--- config.mk ---
export PLATFORM = sky130hd
export DESIGN_NAME = dmem_bus_ctrl
export DESIGN_NICKNAME = d
export VERILOG_FILES = /design/src/rtl/dmem_bus_ctrl.sv
export SDC_FILE = /design/constraint.sdc
export NUM_CORES = 1
export LEC_CHECK = 0
export BUFFER_PORTS_ARGS = -buffer_cell sky130_fd_sc_hd__buf_2
export CAP_MARGIN = 20
export CORE_MARGIN = 5
export CORE_UTILIZATION = 49
export DETAILED_ROUTE_END_ITERATION = 7
export GPL_TIMING_DRIVEN = 0
export PLACE_DENSITY = 0.9
export SETUP_SLACK_MARGIN = 0.4
export SYNTH_ARGS = -nofsm -noshare
export SYNTH_HDL_FRONTEND = slang
export SYNTH_SLANG_ARGS = --single-unit
--- constraint.sdc ---
create_clock -name CLK -period 2.65 [get_ports CLK]
set_clock_uncertainty 0.15 [all_clocks]
set_input_delay 0.53 -clock CLK [delete_from_list [all_inputs] [get_ports CLK]]
set_output_delay 0.53 -clock CLK [all_outputs]
set_load 0.02 [all_outputs]
--- src/rtl/dmem_bus_ctrl.sv ---
//==============================================================================
// Module      : dmem_bus_ctrl
// Description : Data-memory access controller between the core datapath and a
//               variable-latency data RAM. Runs a req/ack bus cycle per
//               aligned load/store, stalls the core until completion, returns
//               load data and flags misaligned accesses and bus timeouts.
//               Optional feature macro: POSTED_WRITE_EN (1-entry posted
//               write buffer drained in the background by state WDRAIN).
// Revision    : 1.0 - initial release
//==============================================================================
`default_nettype none

module dmem_bus_ctrl #(
    parameter int unsigned TIMEOUT  = 16,
    parameter logic [31:0] ERR_DATA = 32'hDEADBEEF
) (
    input  logic        CLK,
    input  logic        reset,
    input  logic        MemRead,
    input  logic        MemWrite,
    input  logic [31:0] Addr,
    input  logic [31:0] WriteData,
    output logic [31:0] ReadData,
    output logic        Stall,
    output logic        MisalignEr,
    output logic        BusErr,
    output logic        mem_req,
    output logic        mem_we,
    output logic [31:0] mem_addr,
    output logic [31:0] mem_wdata,
    input  logic [31:0] mem_rdata,
    input  logic        mem_ack
);

    localparam int unsigned    CW     = $clog2(TIMEOUT);
    localparam logic [CW-1:0]  C_TMAX = CW'(TIMEOUT - 1);

    localparam logic [1:0] S_IDLE   = 2'd0;
    localparam logic [1:0] S_REQ    = 2'd1;
    localparam logic [1:0] S_DONE   = 2'd2;
`ifdef POSTED_WRITE_EN
    // The mem_* registers double as the write buffer; WDRAIN == buffer full.
    localparam logic [1:0] S_WDRAIN = 2'd3;
`endif

    logic [1:0]    state_q,     state_d;
    logic          mem_req_q,   mem_req_d;
    logic          mem_we_q,    mem_we_d;
    logic [31:0]   mem_addr_q,  mem_addr_d;
    logic [31:0]   mem_wdata_q, mem_wdata_d;
    logic [31:0]   rdata_q,     rdata_d;
    logic          misal_q,     misal_d;
    logic          buserr_q,    buserr_d;
    logic [CW-1:0] count_q,     count_d;

    logic w_acc;
    logic w_align;
    logic w_timeout;
    logic w_stall;

    assign w_acc     = MemRead | MemWrite;
    assign w_align   = (Addr[1:0] == 2'b00);
    assign w_timeout = (count_q == C_TMAX);

    // State and datapath registers; reset abandons any in-flight bus cycle.
    always_ff @(posedge CLK or negedge reset) begin
        if (!reset) begin
            state_q     <= S_IDLE;
            mem_req_q   <= 1'b0;
            mem_we_q    <= 1'b0;
            mem_addr_q  <= 32'd0;
            mem_wdata_q <= 32'd0;
            rdata_q     <= 32'd0;
            misal_q     <= 1'b0;
            buserr_q    <= 1'b0;
            count_q     <= '0;
        end else begin
            state_q     <= state_d;
            mem_req_q   <= mem_req_d;
            mem_we_q    <= mem_we_d;
            mem_addr_q  <= mem_addr_d;
            mem_wdata_q <= mem_wdata_d;
            rdata_q     <= rdata_d;
            misal_q     <= misal_d;
            buserr_q    <= buserr_d;
            count_q     <= count_d;
        end
    end

    // Next-state logic: a bus cycle ends on ack or on the last timeout count.
    always_comb begin
        state_d = state_q;
        case (state_q)
            S_IDLE: begin
                if (w_acc && w_align) begin
`ifdef POSTED_WRITE_EN
                    state_d = MemWrite ? S_WDRAIN : S_REQ;
`else
                    state_d = S_REQ;
`endif
                end
            end
            S_REQ: begin
                if (mem_ack || w_timeout) state_d = S_DONE;
            end
            S_DONE: state_d = S_IDLE;
`ifdef POSTED_WRITE_EN
            S_WDRAIN: begin
                if (mem_ack || w_timeout) state_d = S_IDLE;
            end
`endif
            default: state_d = S_IDLE;
        endcase
    end

    // Output/datapath logic: bus register updates, error pulses and Stall.
    always_comb begin
        mem_req_d   = mem_req_q;
        mem_we_d    = mem_we_q;
        mem_addr_d  = mem_addr_q;
        mem_wdata_d = mem_wdata_q;
        rdata_d     = rdata_q;
        misal_d     = 1'b0;
        buserr_d    = 1'b0;
        count_d     = count_q;
        w_stall     = 1'b0;
        case (state_q)
            S_IDLE: begin
                if (w_acc && w_align) begin
                    mem_req_d   = 1'b1;
                    mem_we_d    = MemWrite;
                    mem_addr_d  = {Addr[31:2], 2'b00};
                    mem_wdata_d = WriteData;
                    count_d     = '0;
`ifdef POSTED_WRITE_EN
                    // A posted store retires immediately.
                    w_stall     = ~MemWrite;
`else
                    w_stall     = 1'b1;
`endif
                end else if (w_acc) begin
                    misal_d = 1'b1;
                    rdata_d = 32'd0;
                end
            end
`ifdef POSTED_WRITE_EN
            S_REQ, S_WDRAIN: begin
`else
            S_REQ: begin
`endif
`ifdef POSTED_WRITE_EN
                // Any access waits for the drain to finish, then restarts from IDLE.
                w_stall = (state_q == S_WDRAIN) ? w_acc : (w_acc & w_align);
`else
                w_stall = w_acc & w_align;
`endif
                count_d = count_q + 1'b1;
                if (mem_ack) begin
                    mem_req_d = 1'b0;
                    if (!mem_we_q) rdata_d = mem_rdata;
                end else if (w_timeout) begin
                    mem_req_d = 1'b0;
                    buserr_d  = 1'b1;
                    if (!mem_we_q) rdata_d = ERR_DATA;
                end
            end
            default: w_stall = 1'b0;
        endcase
    end

    // Stall is held low while reset is asserted so the core sees no freeze.
    assign Stall      = w_stall & reset;
    assign ReadData   = rdata_q;
    assign MisalignEr = misal_q;
    assign BusErr     = buserr_q;
    assign mem_req    = mem_req_q;
    assign mem_we     = mem_we_q;
    assign mem_addr   = mem_addr_q;
    assign mem_wdata  = mem_wdata_q;

endmodule

`default_nettype wire

==> summary.txt <==
Outcome
  • Status: complete, no violations

Yosys
  • Register area share after synthesis: 64.2%
  • Post-synth cell types: 30
  • Share of Yosys cell area claimed by the top area cell type: 64.2%
  • Syn avg cell area: 14.5 um^2
  • Mapped cell area: 4060 um^2
  • Synth Register Bits: 104
  • Cells after Synth: 279
  • Yosys warning total: 0
  • Synth top area cells: dfrtp_1 64%, mux2_2 17%, a2bb2oi_1 5.2%, o21ai_0 3.1%, a32o_1 2.0%
  • Yosys top cell by area: dfrtp_1

GRT
  • All-Layer GR Usage: 20.2%
  • Initial antenna violation count: 0
  • First-pass GRT wire length: 16.1 mm
  • Vias in the first global route: 3243
  • Largest net degree at the start of global routing: 65
  • GRT Residual Overflow: 0

Detailed routing
  • Initial DRC count: 86
  • Antenna Nets Post-Route: 0
  • Residual DRC: 0
  • WL per Instance: 17.2 um
  • Vias/cell: 5.09
  • Total length of routed wires: 10.4 mm
  • Vias: 3088
  • TritonRoute pass-1 iters: 4

STA
  • Final Slew Violations: 0
  • Crit path time final: 2180 ps
  • RSZ-0062 raised after global routing: false
  • Final Cycle Share: 82.4%
  • # setup viols final: 0
  • Endpoints failing hold: 0
  • FMAX: 458 MHz

Pwr
  • Internal power component: 3110 uW
  • Gate power share: 33.3%
  • Sw Share: 35.0%
  • Peak supply drop: 0.000447 V
  • Clk pwr share: 20.8%
  • Leakage: 0.00281 uW
  • Sequential share of power: 45.9%
  • Psw: 1670 uW
  • Pwr dens: 865 nW/um^2

Cells and area
  • Post-route cell area: 5530 um^2
  • Diode count: 0
  • Fill cells: 631
  • Seq. cell area: 2600 um^2
  • Fin nets: 599
  • End-of-flow core utilization: 67.9%
  • Share of cells above drive strength 1: 60.2%
  • Layout area overhead: 36.3%
  • Area of the multi-input gates: 1350 um^2

Floorplanning
  • Die Wd: 101 um
  • Die area: 10200 um^2
  • Core area: 8130 um^2
  • Num rows: 33
  • Starting Density: 49.9%
  • I/O pin cnt: 202
  • Chip Height: 101 um

Worst setup path
  • Data required, critical path: 1970 ps
  • Crit Path Max Fanout: 5
  • Critical Path Sink Type: output port
  • Crit path cell chain: o21bai_4, clkbuf_8, nor4b_4, buf_4
  • CP arrival: 1500 ps
  • WS Path Type: reg -> out
  • Max incr delay on CP: 390 ps
  • Crit path launch type: register
  • Slowest-stage cell, CP: dfrtp_1

Placement
  • Placer congestion estimate: 0.801
  • DP Area: 5230 um^2
  • Dpl hpwl: 8.11 mm
  • Input/output buffers: 199

Clocking
  • Num CTS Buffers: 9
  • CTS tree: built
  • Latest clock arrival within the worst-skew pair: 340 ps
  • Clock Sink Count: 104
  • Clk buf depth: 2
  • Htree depth: 3
  • Worst-path clk slew: 100 ps
  • Root Driver: clkbuf_8

Hold path
  • Hold Crit Class: in -> async

Job
  • Max_cap viols: 0
## placed cells by master, fill, tap and decap left out, drive strengths merged
cell,instances
buf,217
dfrtp,104
mux2,63
o21ai,25
a2bb2oi,24
clkbuf,21
a32o,8
nor3b,4
nand2,4
clkinvlp,3
o21bai,3
inv,3
o22ai,2
nor2,2
conb,2
nor4b,1
nand2b,1
and3,1
or2,1
or3b,1
a31oi,1
or3,1
or4,1
o31ai,1
nor4,1
a311o,1
nand3,1
xor2,1
ha,1
clkinv,1
bufinv,1
dlygate4sd3,1
## what timing repair did
item,CTS,global route
endpoints found under the setup margin,1,2
setup buffers,1,2
resized for setup,6,3
hold buffers,0,2
hold endpoints to repair,0,40
## Yosys cell counts
cell type	count
and3_1	1
nor4_1	1
nor3b_1	4
o31ai_1	1
nor4b_1	1
a311o_1	1
a2bb2oi_1	24
nor2_1	2
inv_1	2
xor2_1	1
nand2b_1	1
conb_1	1
a32o_1	8
o21bai_1	2
or4_1	1
o22ai_1	2
dfrtp_1	104
ha_1	1
clkbuf_1	11
nand3_1	1
o21ai_0	25
buf_2	5
buf_4	7
or3_1	1
o21bai_2	1
or2_2	1
a31oi_1	1
nand2_1	4
or3b_2	1
mux2_2	63
## kinds of logic after synthesis
logic type	count (synthesis)	synth area share [%]
flip-flops	104	64.2
XOR/XNOR	1	0.216
multiplexers	63	17.5
other	1	0.0925
AO/OA/AOI/OAI	65	11.8
adder cells (fa/ha/maj)	1	0.308
buffers and inverters	25	3.12
AND/OR/NAND/NOR	19	2.81
## registers in the layout, summed over array words and instances, names as in the netlist
signal and count:
mem_addr 30, mem_we 1, count_q 4, state_q 2, BusErr 1, ReadData 32, mem_req 1, MisalignEr 1
mem_wdata 32
## power by group through the flow
| stage | combinational [uW] | sequential (uW) | clock, uW |
|---|---|---|---|
| CTS | 1610 | 2190 | 1020 |
| global placement | 1540 | 2190 | 0 |
| global route | 1710 | 2250 | 1080 |
| detailed placement | 1590 | 2230 | 0 |
| floorplan | 484 | 2680 | 0 |
| finish | 1590 | 2190 | 995 |
## worst max-delay path: cells and delay by family, from the launching register on
kind                   cells  cell delay (ps)
flip-flops                 1              390
buffers and inverters      2              330
AO/OA/AOI/OAI              1              190
AND/OR/NAND/NOR            1              250
## per-layer routing
metal / vias up / GRT usage (%) / wire length (um)
li1: 1446 / - / -
met1: 1498 / 24.3 / 3940
met2: 125 / 36.3 / 5500
met3: 19 / 4.01 / 784
met4: 0 / 6.44 / 199
met5: - / 0 / 0
## worst paths after layout
path,startpoint,endpoint,slack (ps),depth (start not counted)
setup / recovery,state_q[1]$_DFFE_PN0P_,Stall,470,4
hold / removal,reset,mem_wdata[30]$_DFFE_PN0P_,5,2
setup reg to reg,state_q[1]$_DFFE_PN0P_,mem_addr[15]$_DFFE_PN0P_,570,5
hold reg to reg,mem_wdata[15]$_DFFE_PN0P_,mem_wdata[15]$_DFFE_PN0P_,360,1
max in group asynchronous,reset,ReadData[8]$_DFFE_PN0P_,1510,3
min in group CLK,mem_rdata[17],ReadData[17]$_DFFE_PN0P_,250,2
## final cells by class
class	count	share of cell area (%)
Inverter	2	0.136
Sequential cell	104	47.1
Clock buffer	10	2.49
Timing Repair Buffer	206	19.9
Multi-Input combinational cell	151	24.5
Buffer	23	2.36
Clock inverter	6	1.20
Tap cell	105	2.38
## metrics by stage
| stage | TNS [ps] | cells | hold WS [ps] | power, uW | setup slack, ps |
|---|---|---|---|---|---|
| floorplan | 0 | 280 | 84.4 | 3160 | 635 |
| global placement | -9940 | 584 | 333 | 3740 | -913 |
| detailed placement | 0 | 586 | 340 | 3820 | 295 |
| CTS | 0 | 603 | 13.0 | 4820 | 402 |
| global route | 0 | 607 | 6.63 | 5040 | 403 |
| finish | 0 | 607 | 5.26 | 4780 | 467 |
(Power assumes the default switching activity.)
